$ cat src/rtl/musicbox_sdram_arbiter_if.sv
// rtl/musicbox_sdram_arbiter_if.sv - requester and SDRAM-controller signal bundle for the two-port arbiter
interface musicbox_sdram_arbiter_if #(
    parameter int ADDR_W = 25,
    parameter int DATA_W = 16
);
    logic              req0_valid, req0_write, req0_ready, req0_rvalid, req0_done;
    logic [ADDR_W-1:0] req0_addr;
    logic [DATA_W-1:0] req0_wdata, req0_rdata;
    logic              req1_valid, req1_write, req1_ready, req1_rvalid, req1_done;
    logic [ADDR_W-1:0] req1_addr;
    logic [DATA_W-1:0] req1_wdata, req1_rdata;
    logic [ADDR_W-1:0] sdram_inputAddress;
    logic [DATA_W-1:0] sdram_writeData, sdram_readData;
    logic              sdram_isWriting, sdram_inputValid;
    logic              sdram_outputValid, sdram_recievedCommand, sdram_isBusy;
    logic [1:0]        grant;
    logic              timeout_error;

    modport slave (
        input  req0_valid, req0_addr, req0_wdata, req0_write,
        input  req1_valid, req1_addr, req1_wdata, req1_write,
        input  sdram_readData, sdram_outputValid, sdram_recievedCommand, sdram_isBusy,
        output req0_ready, req0_rdata, req0_rvalid, req0_done,
        output req1_ready, req1_rdata, req1_rvalid, req1_done,
        output sdram_inputAddress, sdram_writeData, sdram_isWriting, sdram_inputValid,
        output grant, timeout_error
    );

    modport master (
        output req0_valid, req0_addr, req0_wdata, req0_write,
        output req1_valid, req1_addr, req1_wdata, req1_write,
        output sdram_readData, sdram_outputValid, sdram_recievedCommand, sdram_isBusy,
        input  req0_ready, req0_rdata, req0_rvalid, req0_done,
        input  req1_ready, req1_rdata, req1_rvalid, req1_done,
        input  sdram_inputAddress, sdram_writeData, sdram_isWriting, sdram_inputValid,
        input  grant, timeout_error
    );
endinterface

$ cat src/rtl/musicbox_sdram_arbiter.sv
// rtl/musicbox_sdram_arbiter.sv - round-robin arbiter sharing one SDRAM controller between recorder and playback
module musicbox_sdram_arbiter #(
    parameter int ADDR_W         = 25,
    parameter int DATA_W         = 16,
    parameter int TIMEOUT_CYCLES = 4096
) (
    input  logic                     clock_50Mhz,
    input  logic                     reset_n,
    musicbox_sdram_arbiter_if.slave  bus
);
    localparam int              CNT_W    = $clog2(TIMEOUT_CYCLES + 1);
    localparam logic [CNT_W-1:0] CNT_LAST = CNT_W'(TIMEOUT_CYCLES - 1);

    typedef enum logic [1:0] {IDLE = 2'd0, ISSUE = 2'd1, WAIT_DONE = 2'd2} state_t;

    state_t            state_q;
    logic              owner_q, last_q, write_q, settled_q, terr_q;
    logic [ADDR_W-1:0] addr_q;
    logic [DATA_W-1:0] wdata_q, rdata0_q, rdata1_q;
    logic [CNT_W-1:0]  tcnt_q, tcnt_d;
    logic [1:0]        grant_q, ready_q, done_q, rvalid_q;

    logic owner_d, any_req, finish_ok, finish_to;

    assign any_req = bus.req0_valid | bus.req1_valid;
    // A tie goes to whoever was not served last; a lone requester always wins.
    assign owner_d = (bus.req0_valid & bus.req1_valid) ? ~last_q : bus.req1_valid;
    assign tcnt_d  = tcnt_q + CNT_W'(1);

    // Writes ignore isBusy on the first WAIT_DONE cycle: the controller may not have raised it yet.
    assign finish_ok = (state_q == WAIT_DONE) &
                       (write_q ? (settled_q & ~bus.sdram_isBusy) : bus.sdram_outputValid);
    assign finish_to = (state_q != IDLE) & ~finish_ok & (tcnt_q == CNT_LAST);

    always_ff @(posedge clock_50Mhz or negedge reset_n) begin
        if (!reset_n) begin
            state_q   <= IDLE;
            owner_q   <= 1'b0;
            last_q    <= 1'b1;
            write_q   <= 1'b0;
            settled_q <= 1'b0;
            terr_q    <= 1'b0;
            addr_q    <= '0;
            wdata_q   <= '0;
            rdata0_q  <= '0;
            rdata1_q  <= '0;
            tcnt_q    <= '0;
            grant_q   <= 2'b00;
            ready_q   <= 2'b00;
            done_q    <= 2'b00;
            rvalid_q  <= 2'b00;
        end else begin
            ready_q  <= 2'b00;
            done_q   <= 2'b00;
            rvalid_q <= 2'b00;
            case (state_q)
                IDLE: begin
                    if (any_req) begin
                        state_q   <= ISSUE;
                        owner_q   <= owner_d;
                        last_q    <= owner_d;
                        addr_q    <= owner_d ? bus.req1_addr  : bus.req0_addr;
                        wdata_q   <= owner_d ? bus.req1_wdata : bus.req0_wdata;
                        write_q   <= owner_d ? bus.req1_write : bus.req0_write;
                        grant_q   <= owner_d ? 2'b10 : 2'b01;
                        ready_q   <= owner_d ? 2'b10 : 2'b01;
                        tcnt_q    <= '0;
                        settled_q <= 1'b0;
                    end
                end
                ISSUE: begin
                    tcnt_q <= tcnt_d;
                    if (bus.sdram_recievedCommand) state_q <= WAIT_DONE;
                end
                WAIT_DONE: begin
                    tcnt_q    <= tcnt_d;
                    settled_q <= 1'b1;
                end
                default: state_q <= IDLE;
            endcase

            if (finish_ok && !write_q) begin
                if (owner_q) rdata1_q <= bus.sdram_readData;
                else         rdata0_q <= bus.sdram_readData;
                rvalid_q <= grant_q;
            end

            if (finish_ok || finish_to) begin
                state_q <= IDLE;
                done_q  <= grant_q;
                grant_q <= 2'b00;
                addr_q  <= '0;
                wdata_q <= '0;
                write_q <= 1'b0;
                if (finish_to) terr_q <= 1'b1;
            end
        end
    end

    assign bus.req0_ready         = ready_q[0];
    assign bus.req1_ready         = ready_q[1];
    assign bus.req0_done          = done_q[0];
    assign bus.req1_done          = done_q[1];
    assign bus.req0_rvalid        = rvalid_q[0];
    assign bus.req1_rvalid        = rvalid_q[1];
    assign bus.req0_rdata         = rdata0_q;
    assign bus.req1_rdata         = rdata1_q;
    assign bus.grant              = grant_q;
    assign bus.timeout_error      = terr_q;
    assign bus.sdram_inputAddress = addr_q;
    assign bus.sdram_writeData    = wdata_q;
    assign bus.sdram_isWriting    = write_q;
    assign bus.sdram_inputValid   = (state_q == ISSUE) & ~bus.sdram_isBusy;
endmodule

$ cat src/flat_wrapper.sv
// flat-port wrapper written by rule: the top's interface ports become plain ports
module musicbox_sdram_arbiter_flat 
#(
    parameter int ADDR_W         = 25,
    parameter int DATA_W         = 16,
    parameter int TIMEOUT_CYCLES = 4096
)
  (clock_50Mhz, reset_n, bus_req0_valid, bus_req0_addr, bus_req0_wdata, bus_req0_write, bus_req1_valid, bus_req1_addr, bus_req1_wdata, bus_req1_write, bus_sdram_readData, bus_sdram_outputValid, bus_sdram_recievedCommand, bus_sdram_isBusy, bus_req0_ready, bus_req0_rdata, bus_req0_rvalid, bus_req0_done, bus_req1_ready, bus_req1_rdata, bus_req1_rvalid, bus_req1_done, bus_sdram_inputAddress, bus_sdram_writeData, bus_sdram_isWriting, bus_sdram_inputValid, bus_grant, bus_timeout_error);
  musicbox_sdram_arbiter_if #(.ADDR_W(ADDR_W), .DATA_W(DATA_W)) bus_i ();
  input  logic clock_50Mhz;
  input  logic reset_n;
  input wire logic [$bits(bus_i.req0_valid)-1:0] bus_req0_valid;
  input wire logic [$bits(bus_i.req0_addr)-1:0] bus_req0_addr;
  input wire logic [$bits(bus_i.req0_wdata)-1:0] bus_req0_wdata;
  input wire logic [$bits(bus_i.req0_write)-1:0] bus_req0_write;
  input wire logic [$bits(bus_i.req1_valid)-1:0] bus_req1_valid;
  input wire logic [$bits(bus_i.req1_addr)-1:0] bus_req1_addr;
  input wire logic [$bits(bus_i.req1_wdata)-1:0] bus_req1_wdata;
  input wire logic [$bits(bus_i.req1_write)-1:0] bus_req1_write;
  input wire logic [$bits(bus_i.sdram_readData)-1:0] bus_sdram_readData;
  input wire logic [$bits(bus_i.sdram_outputValid)-1:0] bus_sdram_outputValid;
  input wire logic [$bits(bus_i.sdram_recievedCommand)-1:0] bus_sdram_recievedCommand;
  input wire logic [$bits(bus_i.sdram_isBusy)-1:0] bus_sdram_isBusy;
  output wire logic [$bits(bus_i.req0_ready)-1:0] bus_req0_ready;
  output wire logic [$bits(bus_i.req0_rdata)-1:0] bus_req0_rdata;
  output wire logic [$bits(bus_i.req0_rvalid)-1:0] bus_req0_rvalid;
  output wire logic [$bits(bus_i.req0_done)-1:0] bus_req0_done;
  output wire logic [$bits(bus_i.req1_ready)-1:0] bus_req1_ready;
  output wire logic [$bits(bus_i.req1_rdata)-1:0] bus_req1_rdata;
  output wire logic [$bits(bus_i.req1_rvalid)-1:0] bus_req1_rvalid;
  output wire logic [$bits(bus_i.req1_done)-1:0] bus_req1_done;
  output wire logic [$bits(bus_i.sdram_inputAddress)-1:0] bus_sdram_inputAddress;
  output wire logic [$bits(bus_i.sdram_writeData)-1:0] bus_sdram_writeData;
  output wire logic [$bits(bus_i.sdram_isWriting)-1:0] bus_sdram_isWriting;
  output wire logic [$bits(bus_i.sdram_inputValid)-1:0] bus_sdram_inputValid;
  output wire logic [$bits(bus_i.grant)-1:0] bus_grant;
  output wire logic [$bits(bus_i.timeout_error)-1:0] bus_timeout_error;
  assign bus_i.req0_valid = bus_req0_valid;
  assign bus_i.req0_addr = bus_req0_addr;
  assign bus_i.req0_wdata = bus_req0_wdata;
  assign bus_i.req0_write = bus_req0_write;
  assign bus_i.req1_valid = bus_req1_valid;
  assign bus_i.req1_addr = bus_req1_addr;
  assign bus_i.req1_wdata = bus_req1_wdata;
  assign bus_i.req1_write = bus_req1_write;
  assign bus_i.sdram_readData = bus_sdram_readData;
  assign bus_i.sdram_outputValid = bus_sdram_outputValid;
  assign bus_i.sdram_recievedCommand = bus_sdram_recievedCommand;
  assign bus_i.sdram_isBusy = bus_sdram_isBusy;
  assign bus_req0_ready = bus_i.req0_ready;
  assign bus_req0_rdata = bus_i.req0_rdata;
  assign bus_req0_rvalid = bus_i.req0_rvalid;
  assign bus_req0_done = bus_i.req0_done;
  assign bus_req1_ready = bus_i.req1_ready;
  assign bus_req1_rdata = bus_i.req1_rdata;
  assign bus_req1_rvalid = bus_i.req1_rvalid;
  assign bus_req1_done = bus_i.req1_done;
  assign bus_sdram_inputAddress = bus_i.sdram_inputAddress;
  assign bus_sdram_writeData = bus_i.sdram_writeData;
  assign bus_sdram_isWriting = bus_i.sdram_isWriting;
  assign bus_sdram_inputValid = bus_i.sdram_inputValid;
  assign bus_grant = bus_i.grant;
  assign bus_timeout_error = bus_i.timeout_error;
  musicbox_sdram_arbiter #(.ADDR_W(ADDR_W), .DATA_W(DATA_W), .TIMEOUT_CYCLES(TIMEOUT_CYCLES)) u_core (.clock_50Mhz(clock_50Mhz), .reset_n(reset_n), .bus(bus_i));
endmodule
$ cat config.mk
export PLATFORM = sky130hd
export DESIGN_NAME = musicbox_sdram_arbiter_flat
export DESIGN_NICKNAME = d
export VERILOG_FILES = /design/src/rtl/musicbox_sdram_arbiter_if.sv /design/src/rtl/musicbox_sdram_arbiter.sv /design/src/flat_wrapper.sv
export SDC_FILE = /design/constraint.sdc
export NUM_CORES = 1
export LEC_CHECK = 0
export ABC_AREA = 1
export BUFFER_PORTS_ARGS = -buffer_cell sky130_fd_sc_hd__buf_2
export CAP_MARGIN = 10
export CELL_PAD_IN_SITES_DETAIL_PLACEMENT = 1
export CELL_PAD_IN_SITES_GLOBAL_PLACEMENT = 2
export CORE_MARGIN = 3
export CORE_UTILIZATION = 26
export CTS_BUF_LIST = sky130_fd_sc_hd__clkbuf_4
export DETAILED_ROUTE_END_ITERATION = 10
export GPL_TIMING_DRIVEN = 0
export PLACE_DENSITY = 0.86
export RECOVER_POWER = 25
export SETUP_SLACK_MARGIN = 0.5
export SYNTH_ARGS = -nofsm -noshare
export SYNTH_HDL_FRONTEND = slang
export SYNTH_SLANG_ARGS = --single-unit
export TNS_END_PERCENT = 20
$ cat constraint.sdc
create_clock -name clock_50Mhz -period 1.7 [get_ports clock_50Mhz]
set_clock_uncertainty 0.15 [all_clocks]
set_input_delay 0.085 -clock clock_50Mhz [delete_from_list [all_inputs] [get_ports clock_50Mhz]]
set_output_delay 0.085 -clock clock_50Mhz [all_outputs]
set_load 0.01 [all_outputs]
==> results of run 1 <==
-- state kept, by name, summed over array words and instances (netlist names) --
signal                         flops
u_core.bus.grant                   2
u_core.bus.req0_rdata             16
u_core.bus.req1_rdata             16
u_core.bus.sdram_inputAddress     25
u_core.bus.sdram_isWriting         1
u_core.bus.sdram_writeData        16
u_core.bus.timeout_error           1
u_core.done_q                      2
u_core.last_q                      1
u_core.owner_q                     1
u_core.ready_q                     2
u_core.rvalid_q                    2
u_core.settled_q                   1
u_core.state_q                     2
u_core.tcnt_q                     13
-- where the power goes --
group	switching [mW]	leakage (nW)	internal (mW)	total, mW
clock network	0.962	0.0871	0.487	1.45
registers	0.674	1.28	3.37	4.04
logic	3.35	2.96	3.23	6.57
-- cells by family after synthesis --
kind of cell / after synthesis
multiplexers: 32
adder cells (fa/ha/maj): 6
buffers and inverters: 60
AND/OR/NAND/NOR: 353
flip-flops: 101
AO/OA/AOI/OAI: 22
-- worst max-delay path: stages, from the launching register on --
cell	delay (ps)
dfrtp_1	440
inv_2	110
ha_4	160
inv_4	40
nor2_4	140
nand2_4	90
nor2_4	180
buf_6	170
mux2_4	300
-- stage by stage --
step           total power [mW]  instances  hold WS [ps]  area [um2]  setup TNS (ps)
2_1_floorplan             7.253        574        -360.6        5146           -5633
3_3_place_gp              9.096       1024         169.9        6422         -116870
3_5_place_dp              9.225       1025        -64.91        6452          -34920
4_1_cts                   11.48       1154        -90.36        7984          -13390
5_1_grt                   12.99       1163        -71.55        8267          -21060
6_report                  12.06       1163        -96.74        8267          -11500
-- layout make-up --
| cell class | instances | area share |
|---|---|---|
| Tap cell | 260 | 0.03935 |
| Clock inverter | 7 | 0.01105 |
| Antenna cell | 1 | 0.0003027 |
| Inverter | 36 | 0.01786 |
| Timing Repair Buffer | 312 | 0.2830 |
| Multi-Input combinational cell | 413 | 0.3016 |
| Buffer | 24 | 0.03239 |
| Clock buffer | 9 | 0.008173 |
| Sequential cell | 101 | 0.3062 |
-- cells in the mapped netlist --
cell,count,area share
inv_1,32,0.024
nand2_2,44,0.055
ha_1,6,0.015
nor2_2,1,0.0012
o21a_1,1,0.0015
a21boi_4,1,0.0037
nand2_1,214,0.16
clkinv_1,1,0.00074
o21ai_0,11,0.011
nor2_1,15,0.011
mux2_1,20,0.045
a22oi_1,1,0.0015
mux2_2,12,0.027
buf_12,4,0.016
o21ai_1,3,0.0030
a21oi_2,1,0.0017
nand4_1,10,0.012
buf_4,6,0.0089
nand3_1,56,0.056
inv_2,3,0.0022
clkbuf_1,9,0.0067
nor3_1,3,0.0030
nor2_4,4,0.0089
nand2_4,3,0.0067
buf_1,3,0.0022
dfstp_2,1,0.0052
buf_2,2,0.0020
nor2_8,3,0.012
dfrtp_1,100,0.50
a21oi_1,4,0.0040
-- routing by layer --
layer / up-vias / wire, um / GRT usage
met5: - / 0 / 0
met4: 0 / 391 / 0.05840
met3: 29 / 892 / 0.03831
met2: 161 / 9365 / 0.2996
met1: 2438 / 7603 / 0.2025
li1: 2466 / - / -
-- path summary, 6_finish.rpt --
kind	start	to	depth (start not counted)
worst max-delay path	u_core.state_q[0]	u_core.bus.req0_rdata[1]	8
worst min-delay path	bus_req1_valid	u_core.ready_q[0]	4
worst max register to register	u_core.state_q[0]	u_core.bus.req0_rdata[1]	8
worst min register to register	u_core.bus.sdram_inputAddress[23]	u_core.bus.sdram_inputAddress[23]	2
max in group asynchronous	reset_n	u_core.tcnt_q[8]	3
min in group asynchronous	reset_n	u_core.bus.req1_rdata[8]	2
-- timing repair --
| action | CTS | global route |
|---|---|---|
| resized for setup | 70 | 65 |
| buffers inserted | 10 | 8 |
| pin swaps | 4 | 10 |
| gates cloned | 0 | 0 |
| endpoints found under the setup margin | 185 | 185 |
| hold endpoints to repair | 182 | 42 |
==> flow_metrics.env, run 1 <==
export IMPL_tightest_slew_ps=902.5
export IMPL_maxCapViolations=0
export IMPL_clkTransAtPathRegs_ps=160
export IMPL_synth_cell_types=30
export IMPL_hp_class="in -> reg"
export IMPL_drtPass1Iterations=6
export IMPL_synth_top_family_by_area="simple AND/OR/NAND/NOR gates"
export IMPL_grt_pass1_wl_um=29300
export IMPL_worstSetupPathType="reg -> reg"
export IMPL_end_kind="flop"
export IMPL_nFillCells=2283
export IMPL_drc=0
export IMPL_cp_max_fo=6
export IMPL_grt_max_degree=67
export IMPL_synthSimpleGateAreaFrac=0.3243
export IMPL_routed_wl_um=18250
export IMPL_final_common_cell="nand2_1"
export IMPL_synth_fa_ha_area_frac=0.01487
export IMPL_fin_ws_ps=-174.8
export IMPL_cp_arrival_ps=2100
export IMPL_hold_buffers=103
export IMPL_clock_fmax_mhz=533.4
export IMPL_power_leakage_nw=4.324
export IMPL_viasPerCell=4.380
export IMPL_ys_seq_elements=101
export IMPL_cp_required_ps=1920
export IMPL_grt_pass1_vias=5616
export IMPL_finish_utilization=0.4376
export IMPL_dieArea_um2=21130
export IMPL_overflow=0
export IMPL_root_buffer="clkbuf_4"
export IMPL_wl_per_cell_um=15.69
export IMPL_finalSetupViolCount=89
export IMPL_die_w_um=145.4
export IMPL_min_period_ps=1875
export IMPL_ys_seq_area_frac=0.5007
export IMPL_portBuffers=190
export IMPL_detailedPlace_worstSlack_ps=-577.4
export IMPL_num_rows=50
export IMPL_seqCellArea_um2=2531
export IMPL_clockBufferDepth=2
export IMPL_yosys_warnings=0
export IMPL_postSynthAreaPerCell_um2=8.798
export IMPL_core_area_um2=18890
export IMPL_clock_sinks=101
export IMPL_synth_fp_nets=687
export IMPL_rsz0062_at_grt="true"
export IMPL_synth_area_mux_share=0.07136
export IMPL_final_hold_viol_count=8
export IMPL_place_congestion=0.7694
export IMPL_post_route_period_util=1.103
export IMPL_post_route_cells_drive_above_1_share=0.4124
export IMPL_synth_xor_xnor_area_share=0
export IMPL_multi_input_area_um2=2494
export IMPL_worst_hold_slack_ps=-96.74
export IMPL_maxSlewViolCount=0
export IMPL_vdd_drop_max_uv=517.9
export IMPL_start_util=0.2673
export IMPL_final_cell_mix="nand2_1, buf_2, dlygate4sd3_1, dfrtp_1, nand3_1"
export IMPL_synth_compound_area_frac=0.02626
export IMPL_track_usage=0.1691
export IMPL_critPathLaunchType="flop"
export IMPL_place_hpwl_um=11420
export IMPL_die_h_um=145.4
export IMPL_postRouteAntennaNets=0
export IMPL_cts_htree_levels=3
export IMPL_clock_latency_ps=480
export IMPL_p_per_area_nw_per_um2=1459
export IMPL_ios=191
export IMPL_area_growth_pct=63.70
export IMPL_synthesis_area_um2=5050
export IMPL_slew_limit_headroom=0.3984
export IMPL_numCtsBuffers=9
export IMPL_drtIter0Drc=144
export IMPL_antenna_found_initial=1
export IMPL_status="complete, but fails checks"
export IMPL_vias=5094
export IMPL_rrSetupSlack_ps=-170
export IMPL_synthCells=574
export IMPL_cts_tree="built"
export IMPL_violations="hold timing, setup timing"
export IMPL_final_nets=1010
Note: power is estimated with default switching activity, not from simulation.
==> run 2: changes to the inputs <==
==> constraint.sdc (replaced) <==
create_clock -name clock_50Mhz -period 1.7 [get_ports clock_50Mhz]
set_clock_uncertainty 0.15 [all_clocks]
set_input_delay 0.085 -clock clock_50Mhz [delete_from_list [all_inputs] [get_ports clock_50Mhz]]
set_output_delay 0.085 -clock clock_50Mhz [all_outputs]
set_load 0.1 [all_outputs]
==> run 2 against run 1 <==
The run still ends with hold timing, setup timing left. Fmax is 2.3% lower. Clock-buffer cell count stayed put. Setup slack worse by 45 ps. Wire length is 15% higher. Global-route usage is 2.5 points higher. Combinational power is 130% higher. Critical path depth is 1 higher. Sequential power is 9.9% higher. First-iteration DRC count is 6.9% higher. Critical endpoint is now u_core.bus.req0_rdata[2]. Largest cell class unchanged.
==> flow_metrics.env, run 2 (synthesized netlist as in run 1, its figures left out) <==
export IMPL_clock_sinks=101
export IMPL_violations="hold timing, setup timing"
export IMPL_dpl_cell_area_um2=6405
export IMPL_worstSetupPathType="reg -> reg"
export IMPL_maxCapViolations=0
export IMPL_start_util=0.2673
export IMPL_numCtsBuffers=9
export IMPL_finish_utilization=0.4926
export IMPL_cp_max_fo=3
export IMPL_post_route_cells_drive_above_1_share=0.4217
export IMPL_post_route_period_util=1.129
export IMPL_drtPass1Iterations=4
export IMPL_end_kind="flop"
export IMPL_p_per_area_nw_per_um2=2250
export IMPL_status="complete, but fails checks"
export IMPL_place_hpwl_um=11880
export IMPL_clkTransAtPathRegs_ps=170
export IMPL_num_rows=50
export IMPL_final_hold_viol_count=3
export IMPL_clockBufferDepth=2
export IMPL_ios=191
export IMPL_hp_class="in -> reg"
export IMPL_cp_required_ps=1940
export IMPL_place_congestion=0.7754
export IMPL_portBuffers=190
export IMPL_cp_arrival_ps=2160
export IMPL_final_cell_mix="nand2_1, buf_2, dlygate4sd3_1, dfrtp_1, buf_12"
export IMPL_grt_pass1_wl_um=32660
export IMPL_vias=5227
export IMPL_final_common_cell="nand2_1"
export IMPL_die_w_um=145.4
export IMPL_grt_pass1_vias=5945
export IMPL_min_period_ps=1920
export IMPL_overflow=0
export IMPL_viasPerCell=4.418
export IMPL_antenna_found_initial=2
export IMPL_cts_htree_levels=3
export IMPL_critPathLaunchType="flop"
export IMPL_tightest_slew_ps=942.3
export IMPL_final_nets=1028
export IMPL_vdd_drop_max_uv=829.2
export IMPL_final_area_um2=9308
export IMPL_core_area_um2=18890
export IMPL_drtIter0Drc=154
export IMPL_drc=0
export IMPL_clock_fmax_mhz=521.0
export IMPL_dieArea_um2=21130
export IMPL_grt_max_degree=65
export IMPL_clock_latency_ps=480
export IMPL_root_buffer="clkbuf_4"
export IMPL_largest_reg_flops=25
export IMPL_power_leakage_nw=4.690
export IMPL_track_usage=0.1937
export IMPL_fin_ws_ps=-219.5
export IMPL_maxSlewViolCount=0
export IMPL_wl_per_cell_um=17.71
export IMPL_postRouteAntennaNets=0
export IMPL_finalSetupViolCount=84
export IMPL_area_growth_pct=84.32
export IMPL_cts_tree="built"
export IMPL_worst_hold_slack_ps=-75.25
export IMPL_slew_limit_headroom=0.3718
export IMPL_routed_wl_um=20950
export IMPL_rsz0062_at_grt="true"
export IMPL_die_h_um=145.4
==> run 2: cell types whose count changed in the layout (fill, tap and decap cells not counted), moves of 7 or more <==
cell / delta
buf_12: +66
buf_2: -39
buf_6: -28
buf_4: +10
mux2_2: +7
mux2_4: -10
==> run 2: final timing paths <==
| kind | startpoint | endpoint | slack [ps] | cells past startpoint |
|---|---|---|---|---|
| worst min register to register | u_core.bus.sdram_writeData[3] | u_core.bus.sdram_writeData[3] | 350 | 2 |
| max in group asynchronous | reset_n | u_core.bus.sdram_writeData[3] | 150 | 3 |
| worst max-delay path | u_core.state_q[1] | u_core.bus.req0_rdata[2] | -220 | 9 |
| worst min-delay path | bus_req1_valid | u_core.ready_q[0] | -80 | 4 |
| worst max register to register | u_core.state_q[1] | u_core.bus.req0_rdata[2] | -220 | 9 |
| min in group asynchronous | reset_n | u_core.bus.req0_rdata[9] | 100 | 2 |
==> run 2: routing by layer <==
metal / GRT usage / up-vias / wire [um]
met2: 0.3622 / 157 / 11320
li1: - / 2516 / -
met5: 0 / - / 0
met4: 0.06268 / 0 / 446
met1: 0.2169 / 2520 / 8058
met3: 0.04485 / 34 / 1122
==> run 2: where the power goes <==
part | leakage (nW) | switching [mW] | internal, mW
Combinational | 3.32 | 9.52 | 5.43
Clock | 0.0926 | 0.937 | 0.620
Sequential | 1.28 | 1.07 | 3.37
Total | 4.69 | 11.5 | 9.42
==> run 2: metrics by stage <==
step	hold WS [ps]	instances	total power, mW	setup TNS (ps)	worst slack [ps]
global placement	170.0	1024	14.97	-127830	-1246
global route	-66.94	1182	21.89	-24570	-298.4
detailed placement	-50.49	1025	15.12	-41930	-705.9
floorplan	-360.6	574	12.98	-6787	-160.7
finish	-75.25	1183	20.94	-12430	-219.5
CTS	-334.2	1166	20.08	-15180	-241.7
==> run 2: cell type report <==
cell class	instances	area (um2)
diodes	3	7.507
plain buffers	24	262.8
clock buffers	9	67.56
clock inverters	7	106.4
fillers	2125	9585
inverters	36	145.1
multi-input cells	413	2442
flip-flops and latches	101	2534
well taps	260	325.3
repair buffers	330	3417
==> run 2: critical path, stage by stage, from the launching register on <==
cell and delay [ps]:
dfrtp_1 440, buf_6 120, ha_4 120, inv_2 40
nor2_4 160, nand2_4 100, nor2_4 120, buf_12 130
buf_4 110, mux2_2 330
==> run 2: repair_timing <==
item | 4_1_cts | 5_1_grt
endpoints found under the hold margin | 182 | 40
pin swaps | 6 | 9
resized for setup | 312 | 54
hold buffers | 103 | 1
cloned | 2 | 3
setup endpoints to repair | 185 | 185
buffers inserted | 20 | 10
==> run 3: changes to the inputs <==
--- a/config.mk
+++ b/config.mk
@@ -21,4 +21,4 @@
 export SYNTH_ARGS = -nofsm -noshare
 export SYNTH_HDL_FRONTEND = slang
 export SYNTH_SLANG_ARGS = --single-unit
-export TNS_END_PERCENT = 20
+export TNS_END_PERCENT = 10
==> run 3 against run 2 <==
The run still ends with hold timing, setup timing left. Critical path depth increased by 3. First-iteration DRC count decreased by 5.2%. Non-clock buffer count decreased by 5. Utilization decreased by 1.9 points. Via count decreased by 1.7%. Setup slack improved by 29 ps. Hold slack improved by 20 ps. Sequential cell count unchanged. Clock-buffer cell count unchanged. Largest cell class unchanged.
==> flow_metrics.env, run 3 (synthesized netlist as in run 1, its figures left out) <==
export IMPL_status="complete, but fails checks"
export IMPL_violations="hold timing, setup timing"
export IMPL_worstSetupPathType="reg -> reg"
export IMPL_clock_fmax_mhz=528.9
export IMPL_overflow=0
export IMPL_fin_cells=1176
export IMPL_maxSlewViolCount=0
export IMPL_fin_ws_ps=-190.8
export IMPL_final_cell_mix="nand2_1, buf_2, dlygate4sd3_1, dfrtp_1, buf_12"
export IMPL_num_rows=50
export IMPL_hp_class="in -> reg"
export IMPL_viasPerCell=4.367
export IMPL_grt_pass1_wl_um=30790
export IMPL_area_growth_pct=77.23
export IMPL_placed_cells=1025
export IMPL_ios=191
export IMPL_core_area_um2=18890
export IMPL_numCtsBuffers=9
export IMPL_clock_sinks=101
export IMPL_end_kind="flop"
export IMPL_hold_buffers=103
export IMPL_cp_top_family="buffers and inverters"
export IMPL_root_buffer="clkbuf_4"
export IMPL_cts_htree_levels=3
export IMPL_vias=5136
export IMPL_routed_wl_um=19410
export IMPL_worst_hold_slack_ps=-54.87
export IMPL_drc=0
export IMPL_nFillCells=2183
export IMPL_cp_required_ps=1930
export IMPL_power_leakage_nw=4.591
export IMPL_critPathMaxStageDelay_ps=450
export IMPL_antenna_found_initial=1
export IMPL_maxCapViolations=0
export IMPL_clockBufferDepth=2
export IMPL_die_h_um=145.4
export IMPL_multi_input_area_um2=2460
export IMPL_final_hold_viol_count=4
export IMPL_seqCellArea_um2=2535
export IMPL_slew_limit_headroom=0.3062
export IMPL_r2r_cells=12
export IMPL_final_common_cell="nand2_1"
export IMPL_place_hpwl_um=11330
export IMPL_post_route_period_util=1.112
export IMPL_post_route_cells_drive_above_1_share=0.4098
export IMPL_postRouteAntennaNets=0
export IMPL_crit_cells=12
export IMPL_cts_tree="built"
export IMPL_cp_arrival_ps=2120
export IMPL_tightest_slew_ps=1041
export IMPL_drtIter0Drc=146
export IMPL_clkTransAtPathRegs_ps=160
export IMPL_min_period_ps=1891
export IMPL_track_usage=0.1791
export IMPL_clock_latency_ps=470
export IMPL_dieArea_um2=21130
export IMPL_place_congestion=0.7935
export IMPL_start_util=0.2673
export IMPL_portBuffers=190
export IMPL_slowest_stage="dfrtp_1"
export IMPL_finalSetupViolCount=85
export IMPL_worstPathCellList="buf_6 -> ha_4 -> inv_4 -> nor2_4 -> a21oi_2 -> nand2_4 -> nand2_8 -> nor2_8 -> buf_12 -> clkbuf_16 -> nand2_2 -> nand2_1"
export IMPL_die_w_um=145.4
export IMPL_rsz0062_at_grt="true"
export IMPL_largest_reg_flops=25
export IMPL_grt_pass1_vias=5726
export IMPL_drtPass1Iterations=5
export IMPL_final_nets=1023
export IMPL_wl_per_cell_um=16.51
export IMPL_critPathLaunchType="flop"
export IMPL_cp_max_fo=5
export IMPL_p_per_area_nw_per_um2=2220
export IMPL_holdPathStages=4
export IMPL_critPathBufInv=4
export IMPL_vdd_drop_max_uv=956.5
export IMPL_grt_max_degree=64
==> run 3: worst min-delay path: cells and delay by family <==
| family | cells | cell delay [ps] |
|---|---|---|
| buffers and inverters | 2 | 250 |
| and+or+nand+nor | 2 | 170 |
==> run 3: repair_timing <==
action,in CTS,in global routing
buffers inserted,18,9
pin swaps,9,3
gates resized for setup,219,78
hold endpoints to repair,182,21
endpoints found under the setup margin,185,185
gates cloned,1,3
==> run 3: report_power, final <==
part	leakage (nW)	internal [mW]	switching (mW)
clock network	0.0780	0.473	0.906
registers	1.27	3.37	0.963
logic	3.24	4.74	9.41
==> run 3: final timing paths <==
path / start / endpoint / slack [ps]
hold reg to reg: u_core.bus.sdram_writeData[2] / u_core.bus.sdram_writeData[2] / 340
setup / recovery: u_core.state_q[1] / u_core.bus.sdram_inputAddress[18] / -190
max in group asynchronous: reset_n / u_core.bus.sdram_isWriting / 60
setup reg to reg: u_core.state_q[1] / u_core.bus.sdram_inputAddress[18] / -190
min in group asynchronous: reset_n / u_core.state_q[1] / 170
hold / removal: bus_req1_valid / u_core.ready_q[0] / -50
==> run 3: final cells by class <==
| type | instances | area share |
|---|---|---|
| Inverter | 36 | 0.01678 |
| Antenna cell | 1 | 0.0002796 |
| Buffer | 24 | 0.02992 |
| Tap cell | 260 | 0.03635 |
| Timing Repair Buffer | 325 | 0.3420 |
| Multi-Input combinational cell | 413 | 0.2748 |
| Clock inverter | 7 | 0.009087 |
| Clock buffer | 9 | 0.007549 |
| Sequential cell | 101 | 0.2832 |
==> run 3: per-layer routing <==
layer / up-vias / track usage / routed length (um)
met3: 28 / 0.04609 / 934
li1: 2488 / - / -
met1: 2465 / 0.2093 / 7918
met4: 0 / 0.05033 / 340
met2: 155 / 0.3251 / 10220
met5: - / 0 / 0
==> run 3: stage by stage <==
stage | total power [mW] | instance area (um2) | setup TNS (ps) | utilization | worst slack, ps
final | 19.86 | 8950 | -11500 | 0.4737 | -190.8
after detailed placement | 14.97 | 6382 | -40070 | 0.3378 | -676.7
after global placement | 14.85 | 6352 | -126320 | 0.3362 | -1230
after floorplan | 12.90 | 5076 | -6706 | - | -160.7
after CTS | 18.82 | 8561 | -12360 | 0.4531 | -182.3
after global routing | 20.79 | 8950 | -27000 | 0.4737 | -267.5
